## src/rtl/inst_fetch_if.sv

```systemverilog
// Instruction-memory port: fetch unit drives chip enable and byte address,
// memory answers combinationally with the addressed word.
interface inst_fetch_if;
    logic        ce;
    logic [31:0] addr;
    logic [31:0] data_in;

    modport master (output ce, output addr, input data_in);
    modport slave  (input ce, input addr, output data_in);
endinterface

```

## src/rtl/inst_fetch.sv

```systemverilog
// Instruction fetch unit: sequential fetch with one-cycle latency, stall hold,
// redirect on jump and a sticky halt on misaligned jump targets.
//
// state | meaning
// IDLE  | one warm-up cycle after reset, memory disabled
// FETCH | memory enabled, capture data_in at pc and advance
// STALL | memory disabled, outputs held until stall drops
// HALT  | misaligned jump seen, frozen until rst
module inst_fetch #(
    parameter logic [31:0] RESET_PC = 32'h0000_0000
) (
    input  logic               clk,
    input  logic               rst,
    inst_fetch_if.master       imem,
    input  logic               stall,
    input  logic               jump_en,
    input  logic [31:0]        jump_addr,
    output logic [31:0]        inst,
    output logic [31:0]        inst_pc,
    output logic               inst_valid,
    output logic               misalign,
    output logic [31:0]        fetch_cnt
);

    typedef enum logic [1:0] {
        IDLE  = 2'd0,
        FETCH = 2'd1,
        STALL = 2'd2,
        HALT  = 2'd3
    } state_t;

    state_t      state;
    logic [31:0] pc;

    // ce comes straight from the state register so memory never sees an input glitch
    assign imem.ce   = (state == FETCH);
    assign imem.addr = (state == FETCH) ? pc : 32'h0;

    always_ff @(posedge clk) begin
        if (rst) begin
            state      <= IDLE;
            pc         <= RESET_PC;
            inst       <= 32'h0;
            inst_pc    <= 32'h0;
            inst_valid <= 1'b0;
            misalign   <= 1'b0;
            fetch_cnt  <= 32'h0;
        end else begin
            case (state)
                IDLE: state <= FETCH;
                FETCH, STALL: begin
                    if (jump_en) begin
                        inst_valid <= 1'b0;
                        if (jump_addr[1:0] != 2'b00) begin
                            misalign <= 1'b1;
                            state    <= HALT;
                        end else begin
                            pc    <= jump_addr;
                            inst  <= 32'h0;
                            state <= stall ? STALL : FETCH;
                        end
                    end else if (stall) begin
                        state <= STALL;
                    end else if (state == FETCH) begin
                        inst       <= imem.data_in;
                        inst_pc    <= pc;
                        inst_valid <= 1'b1;
                        pc         <= pc + 32'd4;
                        fetch_cnt  <= fetch_cnt + 32'd1;
                    end else begin
                        // leaving STALL spends one edge re-enabling memory
                        state <= FETCH;
                    end
                end
                HALT:    state <= HALT;
                default: state <= IDLE;
            endcase
        end
    end

endmodule

```

## src/flat_wrapper.sv

```systemverilog
// flat-port wrapper written by rule: the top's interface ports become plain ports
module inst_fetch_flat 
#(
    parameter logic [31:0] RESET_PC = 32'h0000_0000
)
  (clk, rst, stall, jump_en, jump_addr, inst, inst_pc, inst_valid, misalign, fetch_cnt, imem_ce, imem_addr, imem_data_in);
  inst_fetch_if imem_i ();
  input  logic clk;
  input  logic rst;
  input  logic stall;
  input  logic jump_en;
  input  logic [31:0] jump_addr;
  output logic [31:0] inst;
  output logic [31:0] inst_pc;
  output logic inst_valid;
  output logic misalign;
  output logic [31:0] fetch_cnt;
  output wire logic [$bits(imem_i.ce)-1:0] imem_ce;
  output wire logic [$bits(imem_i.addr)-1:0] imem_addr;
  input wire logic [$bits(imem_i.data_in)-1:0] imem_data_in;
  assign imem_ce = imem_i.ce;
  assign imem_addr = imem_i.addr;
  assign imem_i.data_in = imem_data_in;
  inst_fetch #(.RESET_PC(RESET_PC)) u_core (.clk(clk), .rst(rst), .imem(imem_i), .stall(stall), .jump_en(jump_en), .jump_addr(jump_addr), .inst(inst), .inst_pc(inst_pc), .inst_valid(inst_valid), .misalign(misalign), .fetch_cnt(fetch_cnt));
endmodule
```

## config.mk

```make
export PLATFORM = sky130hd
export DESIGN_NAME = inst_fetch_flat
export DESIGN_NICKNAME = d
export VERILOG_FILES = /design/src/rtl/inst_fetch_if.sv /design/src/rtl/inst_fetch.sv /design/src/flat_wrapper.sv
export SDC_FILE = /design/constraint.sdc
export NUM_CORES = 1
export LEC_CHECK = 0
export ABC_AREA = 1
export CAP_MARGIN = 5
export CELL_PAD_IN_SITES_DETAIL_PLACEMENT = 0
export CELL_PAD_IN_SITES_GLOBAL_PLACEMENT = 2
export CORE_MARGIN = 8
export CORE_UTILIZATION = 26
export CTS_CLUSTER_SIZE = 28
export DETAILED_ROUTE_END_ITERATION = 8
export PLACE_DENSITY = 0.85
export SLEW_MARGIN = 20
export SYNTH_ARGS = -nofsm -noshare
export SYNTH_HDL_FRONTEND = slang
export SYNTH_SLANG_ARGS = --single-unit
```

## constraint.sdc

```tcl
create_clock -name clk -period 2.9 [get_ports clk]
set_clock_uncertainty 0.05 [all_clocks]
set_input_delay 0.87 -clock clk [delete_from_list [all_inputs] [get_ports clk]]
set_output_delay 0.87 -clock clk [all_outputs]
set_load 0.05 [all_outputs]
```

# [After elaboration in Yosys (flattened, before gate mapping)]
# Index checks and enable logic that the tools add are counted.
# Widths: inputs -> output; s select.
[word_totals] ff_bits=132 input_bits=68 romBits=0 latchBits=0 mem_count=0 elab_cells=43 out_inout_bits=131 ram_bits=0
[op_classes] eq_ne=6 reduce_logical=8 add_sub_neg=2 multipliers=0 bitwise=2 n_shift=0 n_div=0 muxes=18 n_lt_le_gt_ge=0
[ops] op="$mux 32" n=9
[ops] op="$add 32x1->32 const B" n=1
[ops] op="$add 32x3->32 const B" n=1
[ops] op="$mux 2" n=5
[ops] op="$reduce_and 4->1" n=2
[ops] op="$pmux 2 s3" n=1
[ops] op="$reduce_and 3->1" n=2
[ops] op="$eq 2x2->1 const B" n=2
[ops] op="$ne 4x4->1 const B" n=1
[ops] op="$reduce_bool 2->1" n=2
[ops] op="$mux 1" n=3
[ops] op="$eq 2x1->1 const B" n=1
[ops] op="$logic_not 2->1" n=1
[ops] op="$ne 2x1->1 const B" n=1
[ops] op="$ne 2x2->1 const B" n=1
[ops] op="$not 1->1" n=2
[ops] op="$reduce_or 2->1" n=1

# [Depth between registers and ports, before layout]
# Gate-level depths: netlist of run 1.
[depth] word_depth=5 mapped_depth=12 ltp_nobuf=11

# [Worst setup path after synthesis of run 1]
# No wires, ideal clock.
[synth_timing] path_type="reg-to-output" start="register u_core.state[1]" end="output imem_addr[10]" path_stages_with_launch=7 setup_slack_ns=0.207 path_buffers=2 arrival_ns=1.773 required_ns=1.980 path_cell_list="dfxtp_1 > inv_1 > ha_1 > clkbuf_1 > clkbuf_1 > nand2_1 > inv_1"
[synth_via] elab_chain_cells=2
[synth_lines] element="from (decl)" line="inst_fetch.sv:32" rtl="state_t state;"
[synth_lines] element="from (signal assigned)" line="inst_fetch.sv:60" rtl="state <= stall ? STALL : FETCH;"
[synth_lines] element="$eq 2x1->1"
[synth_lines] element="named net imem_ce" line="flat_wrapper.sv:18" rtl="output wire logic [$bits(imem_i.ce)-1:0] imem_ce;"
[synth_lines] element="$mux 32" line="inst_fetch.sv:37" rtl="assign imem.addr = (state == FETCH) ? pc : 32'h0;"
[synth_lines] element="to (decl)" line="flat_wrapper.sv:19" rtl="output wire logic [$bits(imem_i.addr)-1:0] imem_addr;"
# The timed path passes the listed nets, and every way through them passes these cells.

# [Worst setup path after layout of run 1]
[layout_timing] start="register u_core.fetch_cnt[0]" end="output fetch_cnt[0]"
[layout_rtl] element="from (decl)" line="inst_fetch.sv:22" rtl="output logic [31:0] fetch_cnt"
[layout_rtl] element="from (signal assigned)" line="inst_fetch.sv:69" rtl="fetch_cnt <= fetch_cnt + 32'd1;"
[layout_rtl] element="to (decl)" line="flat_wrapper.sv:17" rtl="output logic [31:0] fetch_cnt;"
# No word-level cell between the ends.

==> metrics.cfg, run 1 <==
[critical_path]
crit_type = reg -> out
crit_required_ns = 1.98
crit_arrival_ns = 1.74
path_max_fanout = 7
crit_slowest_cell = clkdlybuf4s50_1
r2r_setup_slack_ns = 0.68
critical-path-top-delay-family = buffers and inverters
max_stage_delay_ns = 0.87
cp_cell_sequence = clkdlybuf4s50_1
cp-end-kind = output port
critPathBufInv = 1
worst_setup_path_start_kind = register

[place]
place_hpwl_um = 17600
port_buffers = 198
gp_congestion = 0.803
post-place-ws_ns = 0.113
placedCellCount = 1556
placed_cell_area_um2 = 9370

[logic_synthesis]
synth_edf_count = 0
synthCells = 1055
syn_area_um2 = 6710
synth_seq_cells = 132
synth_warnings = 0
synth_nets = 1129
syn_area_per_cell_um2 = 6.36
async_flop_share_pct = 0
yosysSeqAreaShare_pct = 39.4
ys.flop_type = dfxtp_1
synthDistinctLibCells = 36

[final_layout]
finalInstanceArea_um2 = 9910
drive_gt1_share_pct = 8.54
syn_to_final_growth_pct = 47.7
layout_commonest_cell = nand2_1
final_cell_mix = nand2_1 (340), clkdlybuf4s50_1 (164), nor2_1 (147)
nFillCells = 2788
final_cells = 1589
final_nets = 1314

[floorplan]
start_util_pct = 26.1
ios = 199
die_w_um = 177
core_um2 = 25700
rows = 59
die_area_um2 = 31200
die_y_um = 177

[clock_network]
tritoncts = built
clk_latency_ns = 0.42
cts_inserted_buffers = 17
root_buffer = clkbuf_16
postCtsSetupBuffers = 0
clock_sinks = 132
clock_path_buffers = 2
htreeDepth = 4
path_clk_slew_ns = 0.07

[detailed_routing]
drtIter0Drc = 393
wire_per_inst_um = 14.9
antenna_left = 0
vias = 7014
viasPerCell = 4.41
drc = 0
dr.pass1.iters = 6
wirelength_um = 23700

[status]
outcome = complete, no violations

[job]
drv_cap = 0

[global_routing]
overflow = 0
grt_pass1_vias = 6829
track_usage_pct = 15.1
grt_first_pass_wirelength_um = 37600
grt_start_max_net_pins = 72
antenna_found_initial = 3

[timing]
setup_viol = 0
worst_slack_ns = 0.239
rsz0062_at_grt = no
hold_violations = 0
period_needed_ns = 2.66
max-slew-margin-rel_pct = 44.1
setup_tns_ns = 0
fmax_mhz = 376
maxSlewViolCount = 0
timing.final.crit_share_pct = 91.8
worst_slew_pin_slew_ns = 0.839

[pwr]
power_density_nw_per_um2 = 513
ir_drop_mv = 0.321
p_leak_nw = 3.68

[min_path]
hp-class = reg -> reg

-- area by class of cell --
type | count | area, µm² | share of cell area [%]
clock inverters | 13 | 86.3 | 0.871
inverters | 108 | 405 | 4.09
repair buffers | 211 | 2460 | 24.8
well taps | 335 | 419 | 4.23
flip-flops and latches | 132 | 2640 | 26.7
diodes | 1 | 2.50 | 0.0253
clock buffers | 19 | 443 | 4.47
multi-input cells | 770 | 3450 | 34.8
-- per-layer routing --
| layer | GRT usage [%] | up-vias | share of wire [%] |
|---|---|---|---|
| met5 | 0 | - | 0.093 |
| met4 | 4.55 | 4 | 1.1 |
| met3 | 4.91 | 19 | 7.6 |
| met2 | 22.7 | 163 | 43 |
| met1 | 20.4 | 3133 | 49 |
| li1 | - | 3695 | - |
-- cells in the mapped netlist (2+ instances only) --
master	number	area [µm²]
a211oi_1	2	15.0
a21oi_1	107	536
a31oi_1	2	12.5
buf_2	13	65.1
buf_4	3	22.5
buf_6	2	22.5
clkbuf_1	26	97.6
dfxtp_1	132	2640
ha_1	6	75.1
inv_1	104	390
inv_2	3	11.3
nand2_1	340	1280
nand2_2	4	25.0
nand3_1	43	215
nand3_2	5	50.1
nand3b_1	5	37.5
nand4_1	4	25.0
nor2_1	147	552
nor2_2	6	37.5
nor2_4	7	78.8
nor3_1	7	35.0
o21ai_0	58	290
o21ai_1	11	55.1
o31ai_1	2	15.0
or2_2	2	12.5
xor2_1	4	35.0
-- power breakdown --
part           total [mW]  internal [mW]  leakage, nW  switching [mW]
clock                1.97           1.11        0.255           0.861
sequential           2.01           1.91         1.07          0.0999
combinational        1.10          0.408         2.35           0.696
total                5.09           3.43         3.68            1.66
-- flip-flops by register name, indices dropped and copies added, names as in the netlist --
signal	flops
u_core.fetch_cnt	32
u_core.inst	32
u_core.inst_pc	32
u_core.inst_valid	1
u_core.misalign	1
u_core.pc	32
u_core.state	2
-- final timing paths --
| kind | start | end | cells past startpoint |
|---|---|---|---|
| worst max-delay path | u_core.fetch_cnt[0]$_SDFFE_PP0P_ | fetch_cnt[0] | 1 |
| worst min-delay path | u_core.misalign$_SDFFE_PP0P_ | u_core.misalign$_SDFFE_PP0P_ | 2 |
| worst max register to register | u_core.state[0]$_SDFFE_PP0P_ | u_core.pc[6]$_SDFFE_PP0P_ | 11 |
| worst min register to register | u_core.misalign$_SDFFE_PP0P_ | u_core.misalign$_SDFFE_PP0P_ | 2 |
-- timing repair --
action,4_1_cts,5_1_grt
setup endpoints to repair,0,1
gates resized for setup,0,1
hold buffers,0,0
-- stage by stage --
step / utilization (%) / total power, mW / hold WS [ns]
floorplan: - / 2.69 / 0.389
CTS: 38.5 / 5.17 / 0.410
finish: 38.6 / 5.09 / 0.406
detailed placement: 36.5 / 3.17 / 0.397
global route: 38.6 / 5.34 / 0.428
global placement: 36.5 / 3.16 / 0.388
-- kinds of logic after synthesis --
| family | after synthesis | synth area share, % |
|---|---|---|
| AND/OR/NAND/NOR | 575 | 35.7 |
| AO/OA/AOI/OAI | 185 | 14.1 |
| buffers and inverters | 153 | 9.19 |
| flip-flops | 132 | 39.4 |
| adder cells (fa/ha/maj) | 6 | 1.12 |
| XOR/XNOR | 4 | 0.522 |
Power figures use the tool's default switching activity.
==> inputs of run 2 (changes only) <==
--- a/config.mk
+++ b/config.mk
@@ -7,13 +7,13 @@
 export LEC_CHECK = 0
 export ABC_AREA = 1
 export CAP_MARGIN = 5
-export CELL_PAD_IN_SITES_DETAIL_PLACEMENT = 0
-export CELL_PAD_IN_SITES_GLOBAL_PLACEMENT = 2
+export CELL_PAD_IN_SITES_DETAIL_PLACEMENT = 1
+export CELL_PAD_IN_SITES_GLOBAL_PLACEMENT = 1
 export CORE_MARGIN = 8
-export CORE_UTILIZATION = 26
+export CORE_UTILIZATION = 35
 export CTS_CLUSTER_SIZE = 28
 export DETAILED_ROUTE_END_ITERATION = 8
-export PLACE_DENSITY = 0.85
+export PLACE_DENSITY = 0.87
 export SLEW_MARGIN = 20
 export SYNTH_ARGS = -nofsm -noshare
 export SYNTH_HDL_FRONTEND = slang
==> metrics.cfg, run 2 (synthesized netlist as in run 1, its figures left out) <==
[status]
outcome = complete, no violations

[detailed_routing]
antenna_left = 0  ; unchanged
wirelength_um = 25100  ; +5.9%
dr.pass1.iters = 4  ; -2
drtIter0Drc = 310  ; -21%
viasPerCell = 5.00  ; +13%
drc = 0  ; unchanged
vias = 7429  ; +5.9%
wire_per_inst_um = 16.9  ; +13%

[critical_path]
startpoint = u_core.state[1]$_SDFFE_PP0P_
worst_setup_path_start_kind = register
crit_type = reg -> out
cp-end-kind = output port
r2r_start = u_core.state[1]$_SDFFE_PP0P_
reg2reg_depth = 10  ; -1
r2r_setup_slack_ns = 0.64  ; -0.04 ns
path_max_fanout = 34  ; +27
crit_arrival_ns = 1.79  ; +0.05 ns
r2r-end = u_core.pc[17]$_SDFFE_PP0P_
crit_required_ns = 1.98  ; about the same

[timing]
worst_slew_pin_slew_ns = 0.850  ; +0.0111 ns
maxSlewViolCount = 0  ; unchanged
hold_violations = 0  ; unchanged
rsz0062_at_grt = no
period_needed_ns = 2.71  ; +0.0458 ns
max-slew-margin-rel_pct = 43.3  ; -0.74 points
setup_tns_ns = 0  ; unchanged
setup_viol = 0  ; unchanged
hold_slack_ns = 0.403  ; -0.00253 ns
worst_slack_ns = 0.193  ; -0.0458 ns
timing.final.crit_share_pct = 93.3  ; +1.6 points
fmax_mhz = 369  ; -1.7%

[place]
placed_cell_area_um2 = 9240  ; -1.4%
placedCellCount = 1456  ; -6.4%
port_buffers = 198  ; unchanged
place_hpwl_um = 18700  ; +6.0%
post-place-ws_ns = 0.117  ; +0.00387 ns
gp_congestion = 0.849  ; +5.7%

[clock_network]
cts-hold-fix-buffers = 0  ; unchanged
clock_path_buffers = 2  ; unchanged
root_buffer = clkbuf_16
cts_inserted_buffers = 17  ; unchanged
clock_sinks = 132  ; unchanged
htreeDepth = 4  ; unchanged
cts_resized = 0  ; unchanged
path_clk_slew_ns = 0.05  ; -0.02 ns
postCtsSetupBuffers = 0  ; unchanged
tritoncts = built
clk_latency_ns = 0.42  ; about the same

[final_layout]
drive_gt1_share_pct = 8.15  ; -0.39 points
final_nets = 1315  ; +0.076%
layout_commonest_cell = nand2_1
final_cell_mix = nand2_1 (340), clkdlybuf4s50_1 (164), nor2_1 (147)
syn_to_final_growth_pct = 46.4
nFillCells = 2431  ; -13%
fin_util_pct = 52.4  ; +14 points
layout.area.seq_um2 = 2640  ; unchanged
multiInputGateArea_um2 = 3450  ; unchanged
final_cells = 1486  ; -6.5%
finalInstanceArea_um2 = 9830  ; -0.83%

[floorplan]
start_util_pct = 35.8  ; +9.6 points
rows = 50  ; -15%
die_w_um = 154  ; -13%
core_um2 = 18800  ; -27%
die_area_um2 = 23900  ; -24%
ios = 199  ; unchanged
die_y_um = 154  ; -13%

[global_routing]
antenna_found_initial = 1  ; -2
grt_pass1_vias = 7665  ; +12%
grt_first_pass_wirelength_um = 40600  ; +8.0%
overflow = 0  ; unchanged
grt_start_max_net_pins = 72  ; unchanged
track_usage_pct = 21.1  ; +6.0 points

[pwr]
ir_drop_mv = 0.422  ; +31%
power_density_nw_per_um2 = 540  ; +5.2%
power_mw = 5.31  ; +4.3%
p_leak_nw = 3.71  ; +0.77%

[min_path]
worstHoldEndpoint = u_core.misalign$_SDFFE_PP0P_
hp-class = reg -> reg
min_path_cells = 2  ; unchanged
hp-start = u_core.misalign$_SDFFE_PP0P_

[job]
drv_cap = 0  ; unchanged

## run 2: cell count changes in the layout (fill, tap and decap cells not counted), sizes merged
cell      before  now
buf           47   48
clkinv         9    3
clkbuf        19   24
bufinv         0    3
clkinvlp       4    0
inv          108  107
## run 2: area by class of cell
type / count / area share [%]
Clock buffer: 24 / 4.90
Timing Repair Buffer: 212 / 24.9
Inverter: 108 / 4.13
Tap cell: 234 / 2.98
Antenna cell: 1 / 0.0255
Clock inverter: 5 / 1.02
Multi-Input combinational cell: 770 / 35.1
Sequential cell: 132 / 26.9
## run 2: power breakdown
part,switching (mW),internal (mW),total [mW]
logic,0.704,0.399,1.10
clock network,0.787,1.40,2.19
registers,0.0981,1.91,2.01
total,1.59,3.72,5.31
## run 2: critical path, stage by stage, from the launching register on
cell	delay [ns]
dfxtp_1	0.31
inv_1	0.12
ha_1	0.16
buf_4	0.38
nand2_1	0.10
inv_1	0.15
buf_12	0.16
## run 2: layer usage
| layer | GRT usage (%) | share of wire (%) |
|---|---|---|
| met3 | 6.44 | 7.2 |
| met5 | 0 | 0 |
| met1 | 24.8 | 43 |
| met4 | 7.56 | 1.7 |
| met2 | 35.8 | 48 |
## run 2: worst max path at each step
| stage | to | cells past startpoint |
|---|---|---|
| CTS | imem_addr[1] | 6 |
| finish | imem_addr[1] | 6 |
| global route | imem_addr[6] | 6 |
| floorplan | imem_addr[10] | 6 |
| detailed placement | u_core.pc[17]$_SDFFE_PP0P_ | 9 |
| global placement | u_core.pc[17]$_SDFFE_PP0P_ | 9 |
